## config.mk

```make
export PLATFORM = sky130hd
export DESIGN_NAME = cache_ctrl_fsm_p_flat
export DESIGN_NICKNAME = d
export VERILOG_FILES = /design/src/rtl/cache_ctrl_pkg.sv /design/src/rtl/cache_ctrl_fsm_p_if.sv /design/src/rtl/cache_xfer_seq.sv /design/src/rtl/cache_ctrl_fsm_p.sv /design/src/flat_wrapper.sv
export SDC_FILE = /design/constraint.sdc
export NUM_CORES = 1
export LEC_CHECK = 0
export ABC_CLOCK_PERIOD_IN_PS = 3700
export CELL_PAD_IN_SITES_DETAIL_PLACEMENT = 0
export CELL_PAD_IN_SITES_GLOBAL_PLACEMENT = 2
export CORE_UTILIZATION = 27
export DETAILED_ROUTE_END_ITERATION = 16
export GPL_ROUTABILITY_DRIVEN = 1
export PLACE_DENSITY = 0.93
export SKIP_LAST_GASP = 1
export SLEW_MARGIN = 10
export SYNTH_ARGS = -nofsm -noshare
export SYNTH_HDL_FRONTEND = slang
export SYNTH_SLANG_ARGS = --single-unit
```

## constraint.sdc

```tcl
create_clock -name clk -period 3.7 [get_ports clk]
set_input_delay 0.925 -clock clk [delete_from_list [all_inputs] [get_ports clk]]
set_output_delay 0.925 -clock clk [all_outputs]
set_load 0.005 [all_outputs]
```

## src/rtl/cache_ctrl_pkg.sv

```systemverilog
// Shared state encoding and address-field helpers for the parametrised
// direct-mapped write-back cache controller.
package cache_ctrl_pkg;

    typedef enum logic [2:0] {IDLE, COMP, EVICT, FILL, RETRY} state_e;

    function automatic int off_w(input int words);
        return $clog2(words) + 1;
    endfunction

    function automatic int tag_w(input int addr_w, input int index_w, input int words);
        return addr_w - index_w - off_w(words);
    endfunction

    // Returns a width-bit field starting at lsb; callers narrow the result.
    function automatic logic [31:0] addr_field(input logic [31:0] addr, input int lsb,
                                               input int width);
        return (addr >> lsb) & ((32'd1 << width) - 32'd1);
    endfunction

endpackage

```

## src/rtl/cache_ctrl_fsm_p_if.sv

```systemverilog
// CPU, cache-array and memory signals of the cache controller; master is the
// controller side, slave is the environment (CPU + cache + memory) side.
interface cache_ctrl_fsm_p_if
    import cache_ctrl_pkg::*;
#(
    parameter int ADDR_W  = 16,
    parameter int DATA_W  = 16,
    parameter int WORDS   = 4,
    parameter int INDEX_W = 8
) ();
    localparam int OFF_W = off_w(WORDS);
    localparam int TAG_W = tag_w(ADDR_W, INDEX_W, WORDS);

    logic [ADDR_W-1:0]  req_addr;
    logic [DATA_W-1:0]  req_data;
    logic               req_rd;
    logic               req_wr;
    logic [TAG_W-1:0]   c_tag_out;
    logic [DATA_W-1:0]  c_data_out;
    logic               c_hit;
    logic               c_valid;
    logic               c_dirty;
    logic               c_err;
    logic [DATA_W-1:0]  m_data_out;
    logic               m_stall;
    logic [WORDS-1:0]   m_busy;
    logic               m_err;
    logic               fc_enable;
    logic               fc_comp;
    logic               fc_write;
    logic               fc_valid_in;
    logic [TAG_W-1:0]   fc_tag_in;
    logic [INDEX_W-1:0] fc_index;
    logic [OFF_W-1:0]   fc_offset;
    logic [DATA_W-1:0]  fc_data_in;
    logic [ADDR_W-1:0]  fm_addr;
    logic [DATA_W-1:0]  fm_data_in;
    logic               fm_wr;
    logic               fm_rd;
    logic [DATA_W-1:0]  fs_data_out;
    logic               fs_done;
    logic               fs_stall;
    logic               fs_cachehit;
    logic               fs_err;

    modport master (
        input  req_addr, req_data, req_rd, req_wr,
        input  c_tag_out, c_data_out, c_hit, c_valid, c_dirty, c_err,
        input  m_data_out, m_stall, m_busy, m_err,
        output fc_enable, fc_comp, fc_write, fc_valid_in, fc_tag_in, fc_index, fc_offset,
        output fc_data_in, fm_addr, fm_data_in, fm_wr, fm_rd,
        output fs_data_out, fs_done, fs_stall, fs_cachehit, fs_err
    );

    modport slave (
        output req_addr, req_data, req_rd, req_wr,
        output c_tag_out, c_data_out, c_hit, c_valid, c_dirty, c_err,
        output m_data_out, m_stall, m_busy, m_err,
        input  fc_enable, fc_comp, fc_write, fc_valid_in, fc_tag_in, fc_index, fc_offset,
        input  fc_data_in, fm_addr, fm_data_in, fm_wr, fm_rd,
        input  fs_data_out, fs_done, fs_stall, fs_cachehit, fs_err
    );

endinterface

```

## src/rtl/cache_xfer_seq.sv

```systemverilog
// Line-transfer sequencer: per-word issue counter gated by stall/bank busy,
// a MEM_LAT-deep in-flight shift register and a return counter.
module cache_xfer_seq #(
    parameter int WORDS   = 4,
    parameter int MEM_LAT = 2
) (
    input  logic                     clk,
    input  logic                     rst,
    input  logic                     clr_i,
    input  logic                     issue_en_i,
    input  logic                     track_i,
    input  logic                     stall_i,
    input  logic [WORDS-1:0]         busy_i,
    output logic [$clog2(WORDS)-1:0] issue_idx_o,
    output logic                     issue_req_o,
    output logic                     last_issue_o,
    output logic [$clog2(WORDS)-1:0] ret_idx_o,
    output logic                     ret_valid_o,
    output logic                     last_ret_o
);
    localparam int IW = $clog2(WORDS);

    logic [IW:0]        issue_cnt_q, issue_cnt_d;
    logic [IW-1:0]      ret_cnt_q, ret_cnt_d;
    logic [MEM_LAT-1:0] flight_q, flight_d;
    logic               issue_acc;

    // The extra counter bit marks "all words issued" so issuing stops cleanly.
    assign issue_idx_o  = issue_cnt_q[IW-1:0];
    assign issue_req_o  = issue_en_i && (issue_cnt_q != (IW+1)'(WORDS));
    assign issue_acc    = issue_req_o && !stall_i && !busy_i[issue_idx_o];
    assign last_issue_o = issue_acc && (issue_idx_o == IW'(WORDS - 1));
    assign ret_idx_o    = ret_cnt_q;
    assign ret_valid_o  = flight_q[MEM_LAT-1];
    assign last_ret_o   = ret_valid_o && (ret_cnt_q == IW'(WORDS - 1));

    assign flight_d[0] = issue_acc && track_i;
    for (genvar gi = 1; gi < MEM_LAT; gi++) begin : g_flight
        assign flight_d[gi] = flight_q[gi-1];
    end

    always_comb begin
        issue_cnt_d = issue_cnt_q + (IW+1)'(issue_acc);
        ret_cnt_d   = ret_cnt_q + IW'(ret_valid_o);
    end

    always_ff @(posedge clk or negedge rst) begin
        if (!rst) begin
            issue_cnt_q <= '0;
            ret_cnt_q   <= '0;
            flight_q    <= '0;
        end else if (clr_i) begin
            issue_cnt_q <= '0;
            ret_cnt_q   <= '0;
            flight_q    <= '0;
        end else begin
            issue_cnt_q <= issue_cnt_d;
            ret_cnt_q   <= ret_cnt_d;
            flight_q    <= flight_d;
        end
    end

endmodule

```

## src/rtl/cache_ctrl_fsm_p.sv

```systemverilog
// Direct-mapped write-back / write-allocate cache controller: latches the
// request, compares, evicts a dirty line, refills it, then re-compares.
module cache_ctrl_fsm_p
    import cache_ctrl_pkg::*;
#(
    parameter int ADDR_W  = 16,
    parameter int DATA_W  = 16,
    parameter int WORDS   = 4,
    parameter int INDEX_W = 8,
    parameter int MEM_LAT = 2
) (
    input logic                clk,
    input logic                rst,
    cache_ctrl_fsm_p_if.master bus
);
    localparam int OFF_W = off_w(WORDS);
    localparam int TAG_W = tag_w(ADDR_W, INDEX_W, WORDS);
    localparam int IW    = $clog2(WORDS);

    state_e             state_q, state_d;
    logic [ADDR_W-1:0]  addr_q, addr_d, cur_addr;
    logic [DATA_W-1:0]  data_q, data_d, result_q, result_d, cur_data;
    logic               op_wr_q, op_wr_d, err_q, err_d, cur_wr;
    logic [TAG_W-1:0]   cur_tag;
    logic [INDEX_W-1:0] cur_idx;
    logic [OFF_W-1:0]   cur_off;
    logic               seq_clr, seq_issue_en, seq_track, cmp_drive, hit;
    logic [IW-1:0]      issue_idx, ret_idx;
    logic               issue_req, last_issue, ret_valid, last_ret;

    // In IDLE the compare is driven straight from the CPU inputs, afterwards from the latch.
    assign cur_addr = (state_q == IDLE) ? bus.req_addr : addr_q;
    assign cur_data = (state_q == IDLE) ? bus.req_data : data_q;
    assign cur_wr   = (state_q == IDLE) ? bus.req_wr : op_wr_q;
    assign cur_off  = OFF_W'(addr_field(32'(cur_addr), 0, OFF_W));
    assign cur_idx  = INDEX_W'(addr_field(32'(cur_addr), OFF_W, INDEX_W));
    assign cur_tag  = TAG_W'(addr_field(32'(cur_addr), OFF_W + INDEX_W, TAG_W));
    assign hit      = bus.c_hit && bus.c_valid;

    cache_xfer_seq #(.WORDS(WORDS), .MEM_LAT(MEM_LAT)) u_seq (
        .clk          (clk),
        .rst          (rst),
        .clr_i        (seq_clr),
        .issue_en_i   (seq_issue_en),
        .track_i      (seq_track),
        .stall_i      (bus.m_stall),
        .busy_i       (bus.m_busy),
        .issue_idx_o  (issue_idx),
        .issue_req_o  (issue_req),
        .last_issue_o (last_issue),
        .ret_idx_o    (ret_idx),
        .ret_valid_o  (ret_valid),
        .last_ret_o   (last_ret)
    );

    always_ff @(posedge clk or negedge rst) begin
        if (!rst) begin
            state_q  <= IDLE;
            addr_q   <= '0;
            data_q   <= '0;
            op_wr_q  <= 1'b0;
            err_q    <= 1'b0;
            result_q <= '0;
        end else begin
            state_q  <= state_d;
            addr_q   <= addr_d;
            data_q   <= data_d;
            op_wr_q  <= op_wr_d;
            err_q    <= err_d;
            result_q <= result_d;
        end
    end

    always_comb begin
        state_d         = state_q;
        addr_d          = addr_q;
        data_d          = data_q;
        op_wr_d         = op_wr_q;
        err_d           = err_q;
        result_d        = result_q;
        seq_clr         = 1'b0;
        seq_issue_en    = 1'b0;
        seq_track       = 1'b0;
        cmp_drive       = 1'b0;
        bus.fc_enable   = 1'b0;
        bus.fc_comp     = 1'b0;
        bus.fc_write    = 1'b0;
        bus.fc_valid_in = 1'b1;
        bus.fc_tag_in   = '0;
        bus.fc_index    = '0;
        bus.fc_offset   = '0;
        bus.fc_data_in  = '0;
        bus.fm_addr     = '0;
        bus.fm_data_in  = '0;
        bus.fm_wr       = 1'b0;
        bus.fm_rd       = 1'b0;
        bus.fs_data_out = '0;
        bus.fs_done     = 1'b0;
        bus.fs_stall    = 1'b0;
        bus.fs_cachehit = 1'b0;
        bus.fs_err      = 1'b0;
        // Gating on rst keeps outputs at default while reset is held, even with requests present.
        if (rst) begin
            if (state_q != IDLE) begin
                bus.fs_stall = 1'b1;
                err_d        = err_q | bus.c_err | bus.m_err;
            end
            case (state_q)
                IDLE: begin
                    err_d   = 1'b0;
                    seq_clr = 1'b1;
                    if (bus.req_rd ^ bus.req_wr) begin
                        addr_d       = bus.req_addr;
                        data_d       = bus.req_data;
                        op_wr_d      = bus.req_wr;
                        cmp_drive    = 1'b1;
                        bus.fs_stall = 1'b1;
                        state_d      = COMP;
                    end else if (bus.req_rd && bus.req_wr) begin
                        bus.fs_err = 1'b1;
                    end
                end
                COMP: begin
                    seq_clr   = 1'b1;
                    cmp_drive = 1'b1;
                    if (hit) begin
                        bus.fs_done     = 1'b1;
                        bus.fs_cachehit = 1'b1;
                        bus.fs_err      = err_d;
                        bus.fs_data_out = op_wr_q ? data_q : bus.c_data_out;
                        state_d         = IDLE;
                    end else if (bus.c_valid && bus.c_dirty) begin
                        state_d = EVICT;
                    end else begin
                        state_d = FILL;
                    end
                end
                EVICT: begin
                    seq_issue_en   = 1'b1;
                    bus.fc_enable  = 1'b1;
                    bus.fc_index   = cur_idx;
                    bus.fc_offset  = {issue_idx, 1'b0};
                    bus.fm_wr      = issue_req;
                    bus.fm_addr    = {bus.c_tag_out, cur_idx, issue_idx, 1'b0};
                    bus.fm_data_in = bus.c_data_out;
                    if (last_issue) begin
                        seq_clr = 1'b1;
                        state_d = FILL;
                    end
                end
                FILL: begin
                    seq_issue_en = 1'b1;
                    seq_track    = 1'b1;
                    bus.fm_rd    = issue_req;
                    bus.fm_addr  = {cur_tag, cur_idx, issue_idx, 1'b0};
                    if (ret_valid) begin
                        bus.fc_enable  = 1'b1;
                        bus.fc_write   = 1'b1;
                        bus.fc_tag_in  = cur_tag;
                        bus.fc_index   = cur_idx;
                        bus.fc_offset  = {ret_idx, 1'b0};
                        bus.fc_data_in = bus.m_data_out;
                        if (ret_idx == cur_off[OFF_W-1:1]) begin
                            result_d = bus.m_data_out;
                        end
                    end
                    if (last_ret) begin
                        state_d = RETRY;
                    end
                end
                RETRY: begin
                    cmp_drive       = 1'b1;
                    bus.fs_done     = 1'b1;
                    bus.fs_err      = err_d | !hit;
                    bus.fs_data_out = op_wr_q ? data_q : result_q;
                    state_d         = IDLE;
                end
                default: state_d = IDLE;
            endcase
            if (cmp_drive) begin
                bus.fc_enable  = 1'b1;
                bus.fc_comp    = 1'b1;
                bus.fc_write   = cur_wr;
                bus.fc_tag_in  = cur_tag;
                bus.fc_index   = cur_idx;
                bus.fc_offset  = cur_off;
                bus.fc_data_in = cur_data;
            end
        end
    end

endmodule

```

## src/flat_wrapper.sv

```systemverilog
// flat-port wrapper written by rule: the top's interface ports become plain ports
module cache_ctrl_fsm_p_flat import cache_ctrl_pkg::*;
#(
    parameter int ADDR_W  = 16,
    parameter int DATA_W  = 16,
    parameter int WORDS   = 4,
    parameter int INDEX_W = 8,
    parameter int MEM_LAT = 2
)
  (clk, rst, bus_req_addr, bus_req_data, bus_req_rd, bus_req_wr, bus_c_tag_out, bus_c_data_out, bus_c_hit, bus_c_valid, bus_c_dirty, bus_c_err, bus_m_data_out, bus_m_stall, bus_m_busy, bus_m_err, bus_fc_enable, bus_fc_comp, bus_fc_write, bus_fc_valid_in, bus_fc_tag_in, bus_fc_index, bus_fc_offset, bus_fc_data_in, bus_fm_addr, bus_fm_data_in, bus_fm_wr, bus_fm_rd, bus_fs_data_out, bus_fs_done, bus_fs_stall, bus_fs_cachehit, bus_fs_err);
  cache_ctrl_fsm_p_if #(.ADDR_W(ADDR_W), .DATA_W(DATA_W), .WORDS(WORDS), .INDEX_W(INDEX_W)) bus_i ();
  input logic clk;
  input logic rst;
  input wire logic [$bits(bus_i.req_addr)-1:0] bus_req_addr;
  input wire logic [$bits(bus_i.req_data)-1:0] bus_req_data;
  input wire logic [$bits(bus_i.req_rd)-1:0] bus_req_rd;
  input wire logic [$bits(bus_i.req_wr)-1:0] bus_req_wr;
  input wire logic [$bits(bus_i.c_tag_out)-1:0] bus_c_tag_out;
  input wire logic [$bits(bus_i.c_data_out)-1:0] bus_c_data_out;
  input wire logic [$bits(bus_i.c_hit)-1:0] bus_c_hit;
  input wire logic [$bits(bus_i.c_valid)-1:0] bus_c_valid;
  input wire logic [$bits(bus_i.c_dirty)-1:0] bus_c_dirty;
  input wire logic [$bits(bus_i.c_err)-1:0] bus_c_err;
  input wire logic [$bits(bus_i.m_data_out)-1:0] bus_m_data_out;
  input wire logic [$bits(bus_i.m_stall)-1:0] bus_m_stall;
  input wire logic [$bits(bus_i.m_busy)-1:0] bus_m_busy;
  input wire logic [$bits(bus_i.m_err)-1:0] bus_m_err;
  output wire logic [$bits(bus_i.fc_enable)-1:0] bus_fc_enable;
  output wire logic [$bits(bus_i.fc_comp)-1:0] bus_fc_comp;
  output wire logic [$bits(bus_i.fc_write)-1:0] bus_fc_write;
  output wire logic [$bits(bus_i.fc_valid_in)-1:0] bus_fc_valid_in;
  output wire logic [$bits(bus_i.fc_tag_in)-1:0] bus_fc_tag_in;
  output wire logic [$bits(bus_i.fc_index)-1:0] bus_fc_index;
  output wire logic [$bits(bus_i.fc_offset)-1:0] bus_fc_offset;
  output wire logic [$bits(bus_i.fc_data_in)-1:0] bus_fc_data_in;
  output wire logic [$bits(bus_i.fm_addr)-1:0] bus_fm_addr;
  output wire logic [$bits(bus_i.fm_data_in)-1:0] bus_fm_data_in;
  output wire logic [$bits(bus_i.fm_wr)-1:0] bus_fm_wr;
  output wire logic [$bits(bus_i.fm_rd)-1:0] bus_fm_rd;
  output wire logic [$bits(bus_i.fs_data_out)-1:0] bus_fs_data_out;
  output wire logic [$bits(bus_i.fs_done)-1:0] bus_fs_done;
  output wire logic [$bits(bus_i.fs_stall)-1:0] bus_fs_stall;
  output wire logic [$bits(bus_i.fs_cachehit)-1:0] bus_fs_cachehit;
  output wire logic [$bits(bus_i.fs_err)-1:0] bus_fs_err;
  assign bus_i.req_addr = bus_req_addr;
  assign bus_i.req_data = bus_req_data;
  assign bus_i.req_rd = bus_req_rd;
  assign bus_i.req_wr = bus_req_wr;
  assign bus_i.c_tag_out = bus_c_tag_out;
  assign bus_i.c_data_out = bus_c_data_out;
  assign bus_i.c_hit = bus_c_hit;
  assign bus_i.c_valid = bus_c_valid;
  assign bus_i.c_dirty = bus_c_dirty;
  assign bus_i.c_err = bus_c_err;
  assign bus_i.m_data_out = bus_m_data_out;
  assign bus_i.m_stall = bus_m_stall;
  assign bus_i.m_busy = bus_m_busy;
  assign bus_i.m_err = bus_m_err;
  assign bus_fc_enable = bus_i.fc_enable;
  assign bus_fc_comp = bus_i.fc_comp;
  assign bus_fc_write = bus_i.fc_write;
  assign bus_fc_valid_in = bus_i.fc_valid_in;
  assign bus_fc_tag_in = bus_i.fc_tag_in;
  assign bus_fc_index = bus_i.fc_index;
  assign bus_fc_offset = bus_i.fc_offset;
  assign bus_fc_data_in = bus_i.fc_data_in;
  assign bus_fm_addr = bus_i.fm_addr;
  assign bus_fm_data_in = bus_i.fm_data_in;
  assign bus_fm_wr = bus_i.fm_wr;
  assign bus_fm_rd = bus_i.fm_rd;
  assign bus_fs_data_out = bus_i.fs_data_out;
  assign bus_fs_done = bus_i.fs_done;
  assign bus_fs_stall = bus_i.fs_stall;
  assign bus_fs_cachehit = bus_i.fs_cachehit;
  assign bus_fs_err = bus_i.fs_err;
  cache_ctrl_fsm_p #(.ADDR_W(ADDR_W), .DATA_W(DATA_W), .WORDS(WORDS), .INDEX_W(INDEX_W), .MEM_LAT(MEM_LAT)) u_core (.clk(clk), .rst(rst), .bus(bus_i));
endmodule
```

Word-level counts from Yosys, hierarchy flattened --
Index checks and enable logic that the tools add are counted.
Word-level totals: memories kept 0, latch bits 0, RAM bits 0, input port bits 83, output and inout port bits 90, ROM bits 0, bits in registers 60, logic and storage cells 126
Operators by class: shift operators 0, add/subtract/negate cells 2, mux-type cells 79, $lt $le $gt $ge 1, equality and inequality tests 11, div/mod/pow operators 0, bitwise logic cells 4, reductions and logical operators 20, $mul 0
Operators by type and width (count):
- 2-to-1 mux 16 bit | 13
- one-hot mux 16 bit (2 select lines) | 2
- 2-to-1 mux 1 bit | 38
- 2-to-1 mux 3 bit | 8
- 2-to-1 mux 8 bit | 3
- 2-to-1 mux 5 bit | 4
- one-hot mux 8 bit (2 select lines) | 1
- one-hot mux 3 bit (4 select lines) | 1
- logical AND 1 bit | 9
- one-hot mux 1 bit (2 select lines) | 4
- AND reduction 4 bit | 2
- == test 3 x 2 -> 1 bit, second input constant | 2
- one-hot mux 3 bit (2 select lines) | 1
- OR reduction 2 bit | 3
- == test 2 bit, second input constant | 2
- 2-to-1 mux 2 bit | 2
- != test 2 x 1 -> 1 bit, second input constant | 2
- adder 3 x 1 -> 3 bit | 1
- == test 3 x 1 -> 1 bit, second input constant | 1
- == test 3 bit, second input constant | 1
- logical NOT 1 bit | 3
- logical NOT 3 bit | 1
- less-than comparator 2 x 3 -> 1 bit, second input constant | 1
- != test 3 bit, second input constant | 1
- other kinds (9) | 11

Longest topological paths before layout --
depth after elaboration 12, gate-level depth with buffers 8, mapped depth without buffers 7

By module --
From an unflattened synthesis, not the netlist that was laid out.
Second synthesis, totals: cell total of the unflattened synthesis 407, area, all modules 4135.2 um2
Modules (own cells, without submodules):
- cache_ctrl_fsm_p | times used 1, cells an instance 377, area each 3774.9 um2, sequential area each 1326.3 um2
- cache_xfer_seq | times used 1, cells an instance 30, area each 360.3 um2, sequential area each 175.2 um2

Worst setup path before layout --
OpenSTA, ideal clock, no wires.
path type input -> output, start input port rst, end output port bus_fc_data_in[10], stages on the path 6, path slack 0.575 ns, arrival time 2.200 ns, data required time 2.775 ns, path buffers 2, cell sequence clkbuf_1 nor2b_1 nand3_1 and2_1 clkbuf_1 o21ai_0
Between the ends: longest elaborated chain between the ends 1
Ends and longest elaborated chain:
- start, declared | line flat_wrapper.sv:13 | input logic rst;
- 2-to-1 mux 16 bit | line cache_ctrl_fsm_p.sv:103 | if (rst) begin
- end, declared | line flat_wrapper.sv:35 | output wire logic [$bits(bus_i.fc_data_in)-1:0] bus_fc_data_in;
No other way between the ends.

Worst setup path in the final report --
start input port bus_req_wr, end output port bus_fc_offset[2]
Between the ends: longest elaborated chain between the ends 6
Ends and longest elaborated chain:
- start, declared | line flat_wrapper.sv:17 | input wire logic [$bits(bus_i.req_wr)-1:0] bus_req_wr;
- XOR 1 bit | line cache_ctrl_fsm_p.sv:112 | if (bus.req_rd ^ bus.req_wr) begin
- 2-to-1 mux 1 bit | line cache_ctrl_fsm_p.sv:112
- one-hot mux 1 bit (2 select lines) | line cache_ctrl_fsm_p.sv:108 | case (state_q)
- 2-to-1 mux 1 bit | line cache_ctrl_fsm_p.sv:103
- 2-to-1 mux 3 bit | line cache_ctrl_fsm_p.sv:180 | if (cmp_drive) begin
- 2-to-1 mux 3 bit | line cache_ctrl_fsm_p.sv:103
- end, declared | line flat_wrapper.sv:34 | output wire logic [$bits(bus_i.fc_offset)-1:0] bus_fc_offset;
No other way between the ends. The select of a mux whose other input is x is not followed.

==> flow_metrics.env <==
export IMPL_status="complete, but fails checks"
export IMPL_violated_checks="DRC"
export IMPL_post_drt_via_cell_ratio=4.93
export IMPL_design_portCount=173
export IMPL_slew_viol_final=0
export IMPL_worst_endpoint_required_ns=2.77
export IMPL_drtAntennaViolNets=0
export IMPL_die_extent_in_y_um=125
export IMPL_relSlewSlack_pct=65.3
export IMPL_max_freq_ghz=0.271
export IMPL_ys_seq_elements=60
export IMPL_ys_top_cells_by_count="64 x nand2_1, 60 x dfrtp_1, 41 x and2_1, 41 x mux2_2, 35 x a21oi_1"
export IMPL_finalHoldViolCount=0
export IMPL_ctsHoldBuffers=0
export IMPL_synth_area_top_cells="dfrtp_1 37%, mux2_2 11%, and2_1 6.2%, nand2_1 5.9%, mux2i_1 5.1%"
export IMPL_detailroute_via_count=4010
export IMPL_route_detailed_wl_per_inst_um=18.1
export IMPL_synth_area_per_cell_um2=9.23
export IMPL_firstDrtPassIters=10
export IMPL_post_dp_cell_area_mm2=0.00615
export IMPL_portBuffers=170
export IMPL_async_flop_share_pct=100
export IMPL_endpoint_kind="output pin"
export IMPL_vias_in_the_first_global_route=4136
export IMPL_drc=7
export IMPL_final_area_mm2=0.00653
export IMPL_pwr_density_cell_mw_per_mm2=625
export IMPL_effective_utilization_at_floorplan_pct=27.9
export IMPL_number_of_warning_messages_in_the_yosys_log=0
export IMPL_fillCellCount=1421
export IMPL_finClkSkew_ns=0.00884
export IMPL_post_route_period_util_pct=99.6
export IMPL_max_clock_path_buffers=2
export IMPL_gpl_final_weighted_congestion=0.822
export IMPL_area_growth_syn_to_layout_pct=58.9
export IMPL_synth_ff_type="dfrtp_1"
export IMPL_layout_min_cycle_time_ns=3.68
export IMPL_clock_latency_ns=0.33
export IMPL_category_of_the_worst_setup_path_launch_point="primary input"
export IMPL_initialDrtViolationCount=238
export IMPL_finalNetCount=713
export IMPL_cts_root_buf="clkbuf_16"
export IMPL_multiInputGateArea_mm2=0.00247
export IMPL_cts_buffers=9
export IMPL_globalRouteOverflowTotal=0
export IMPL_number_of_antenna_violations_at_the_first_check_in_global_routing=0
export IMPL_total_power_uw=4080
export IMPL_place_inst=795
export IMPL_row_count=44
export IMPL_clock_sinks=60
export IMPL_synth_top_area_share_pct=36.6
export IMPL_yosysMostFrequentCell="nand2_1"
export IMPL_grt_start_max_net_pins=34
export IMPL_grt_pass1_wl_mm=23.0
export IMPL_timing_setup_critical_path_class="in2out"
export IMPL_syn_inst=445
export IMPL_hold_path_class="reg2reg"
export IMPL_fp_dieArea_mm2=0.0157
export IMPL_layout_cell_share_with_drive_strength_beyond_1_pct=20.0
export IMPL_setup_viol=0
export IMPL_post_synth_num_cell_types=54
export IMPL_worst_pin_slew_ns=0.518
export IMPL_core_area_mm2=0.0147
export IMPL_cap_violations=0
export IMPL_worst_endpoint_arrival_ns=2.76
export IMPL_synthesis_area_mm2=0.00411
export IMPL_critical_path_peak_fanout=8
export IMPL_synth_edff_count=0
export IMPL_cts_tree="yes"
export IMPL_htreeDepth=3
export IMPL_rsz0062_at_grt="yes"
export IMPL_antenna_cells=0
export IMPL_syn_nets=532
export IMPL_power_leakage_uw=0.00275
export IMPL_seqCellArea_mm2=0.00150
export IMPL_route_final_wire_length_mm=14.8
export IMPL_clock_pin_transition_on_the_worst_setup_and_hold_timing_paths_ns=0.05
export IMPL_fin_cells=814
export IMPL_worst_supply_voltage_drop_on_vdd_v=0.000269
export IMPL_hpwlAfterDp_mm=11.5
export IMPL_reg2reg_setup_slack_ns=1.10
export IMPL_synth_sequential_area_ratio_pct=36.6
export IMPL_grt_use_total_pct=18.9
export IMPL_die_width_um=125
export IMPL_leading_area_contributor_after_synthesis="dfrtp_1"
-- power by group --
part           total (uW)  switching [uW]  internal (uW)
registers            1080             213            871
logic                2210            1020           1190
clock network         782             298            484
-- cells by family (layout without fill, tap and decap cells) --
logic type / after synthesis / in the layout / share of synthesized area, %
DFF: 60 / 60 / 36.6
AOI/OAI and AO/OA: 91 / 91 / 14.4
xor gates and xnor gates: 3 / 3 / 0.640
adders and majority gates: 4 / 4 / 1.22
other: 2 / 2 / 0.183
muxes: 73 / 73 / 20.6
and+or+nand+nor: 167 / 167 / 21.6
buffers and inverters: 45 / 230 / 4.84
-- per-layer routing --
metal | vias to the layer above | part of all wire, % | global-route usage [%]
li1 | 1932 | - | -
met1 | 1943 | 44 | 24.7
met2 | 116 | 49 | 32.0
met3 | 19 | 5.1 | 3.04
met4 | 0 | 1.9 | 5.88
met5 | - | 0 | 0
-- sequential cells by signal, summed over array words and instances (netlist names) --
| signal | cells |
|---|---|
| u_core.addr_q | 16 |
| u_core.data_q | 16 |
| u_core.op_wr_q | 1 |
| u_core.u_seq.ret_idx_o | 2 |
| u_core.result_q | 16 |
| u_core.u_seq.flight_q | 2 |
| u_core.err_q | 1 |
| u_core.u_seq.issue_cnt_q | 3 |
| u_core.state_q | 3 |
-- final cells by class --
type | instances | share of cell area, %
clock buffer | 13 | 3.99
sequential | 60 | 23.0
timing repair buffer | 206 | 30.9
inverter | 9 | 0.518
multi-input combinational | 340 | 37.8
tap | 184 | 3.53
clock inverter | 2 | 0.153
-- cell usage in the layout, fill, tap and decap left out, types with 16 or more instances in the layout --
| cell | n |
|---|---|
| nand2_1 | 64 |
| nor2_1 | 16 |
| nand3_1 | 17 |
| and2_1 | 38 |
| mux2_2 | 41 |
| a21oi_1 | 30 |
| buf_4 | 33 |
| mux2i_1 | 21 |
| clkdlybuf4s50_1 | 155 |
| dfrtp_1 | 58 |
-- worst paths after layout --
check | depth (start not counted) | from | to
setup / recovery | 7 | bus_req_wr | bus_fc_offset[2]
hold / removal | 1 | u_core.u_seq.flight_q[0] | u_core.u_seq.flight_q[1]
min in group asynchronous | 2 | rst | u_core.addr_q[15]
hold reg to reg | 1 | u_core.u_seq.flight_q[0] | u_core.u_seq.flight_q[1]
setup reg to reg | 7 | u_core.state_q[2] | u_core.result_q[7]
max in group asynchronous | 3 | rst | u_core.data_q[7]
-- worst max-delay path, cell delays in order --
cell             delay [ns]
dlygate4sd2_1          0.27
ha_4                   0.30
nor3_1                 0.06
a211o_2                0.38
o22ai_2                0.19
and2_1                 0.14
clkdlybuf4s50_1        0.49
-- metrics by stage --
stage	hold WS, ns	worst slack [ns]	setup TNS [ns]	utilization, %
final	0.453	0.0164	0	44.4
after global routing	0.492	-0.0530	-0.188	44.4
after CTS	0.452	-0.00258	-0.00258	44.1
after detailed placement	0.440	-0.349	-9.23	41.9
after global placement	0.433	-0.304	-7.82	41.9
after floorplan	0.428	0.575	0	-
-- what timing repair did --
item | 4_1_cts | 5_1_grt
resized for setup | 20 | 14
pin swaps | 5 | 0
setup buffers | 1 | 3
setup endpoints to repair | 52 | 26
Power figures use the tool's default switching activity.
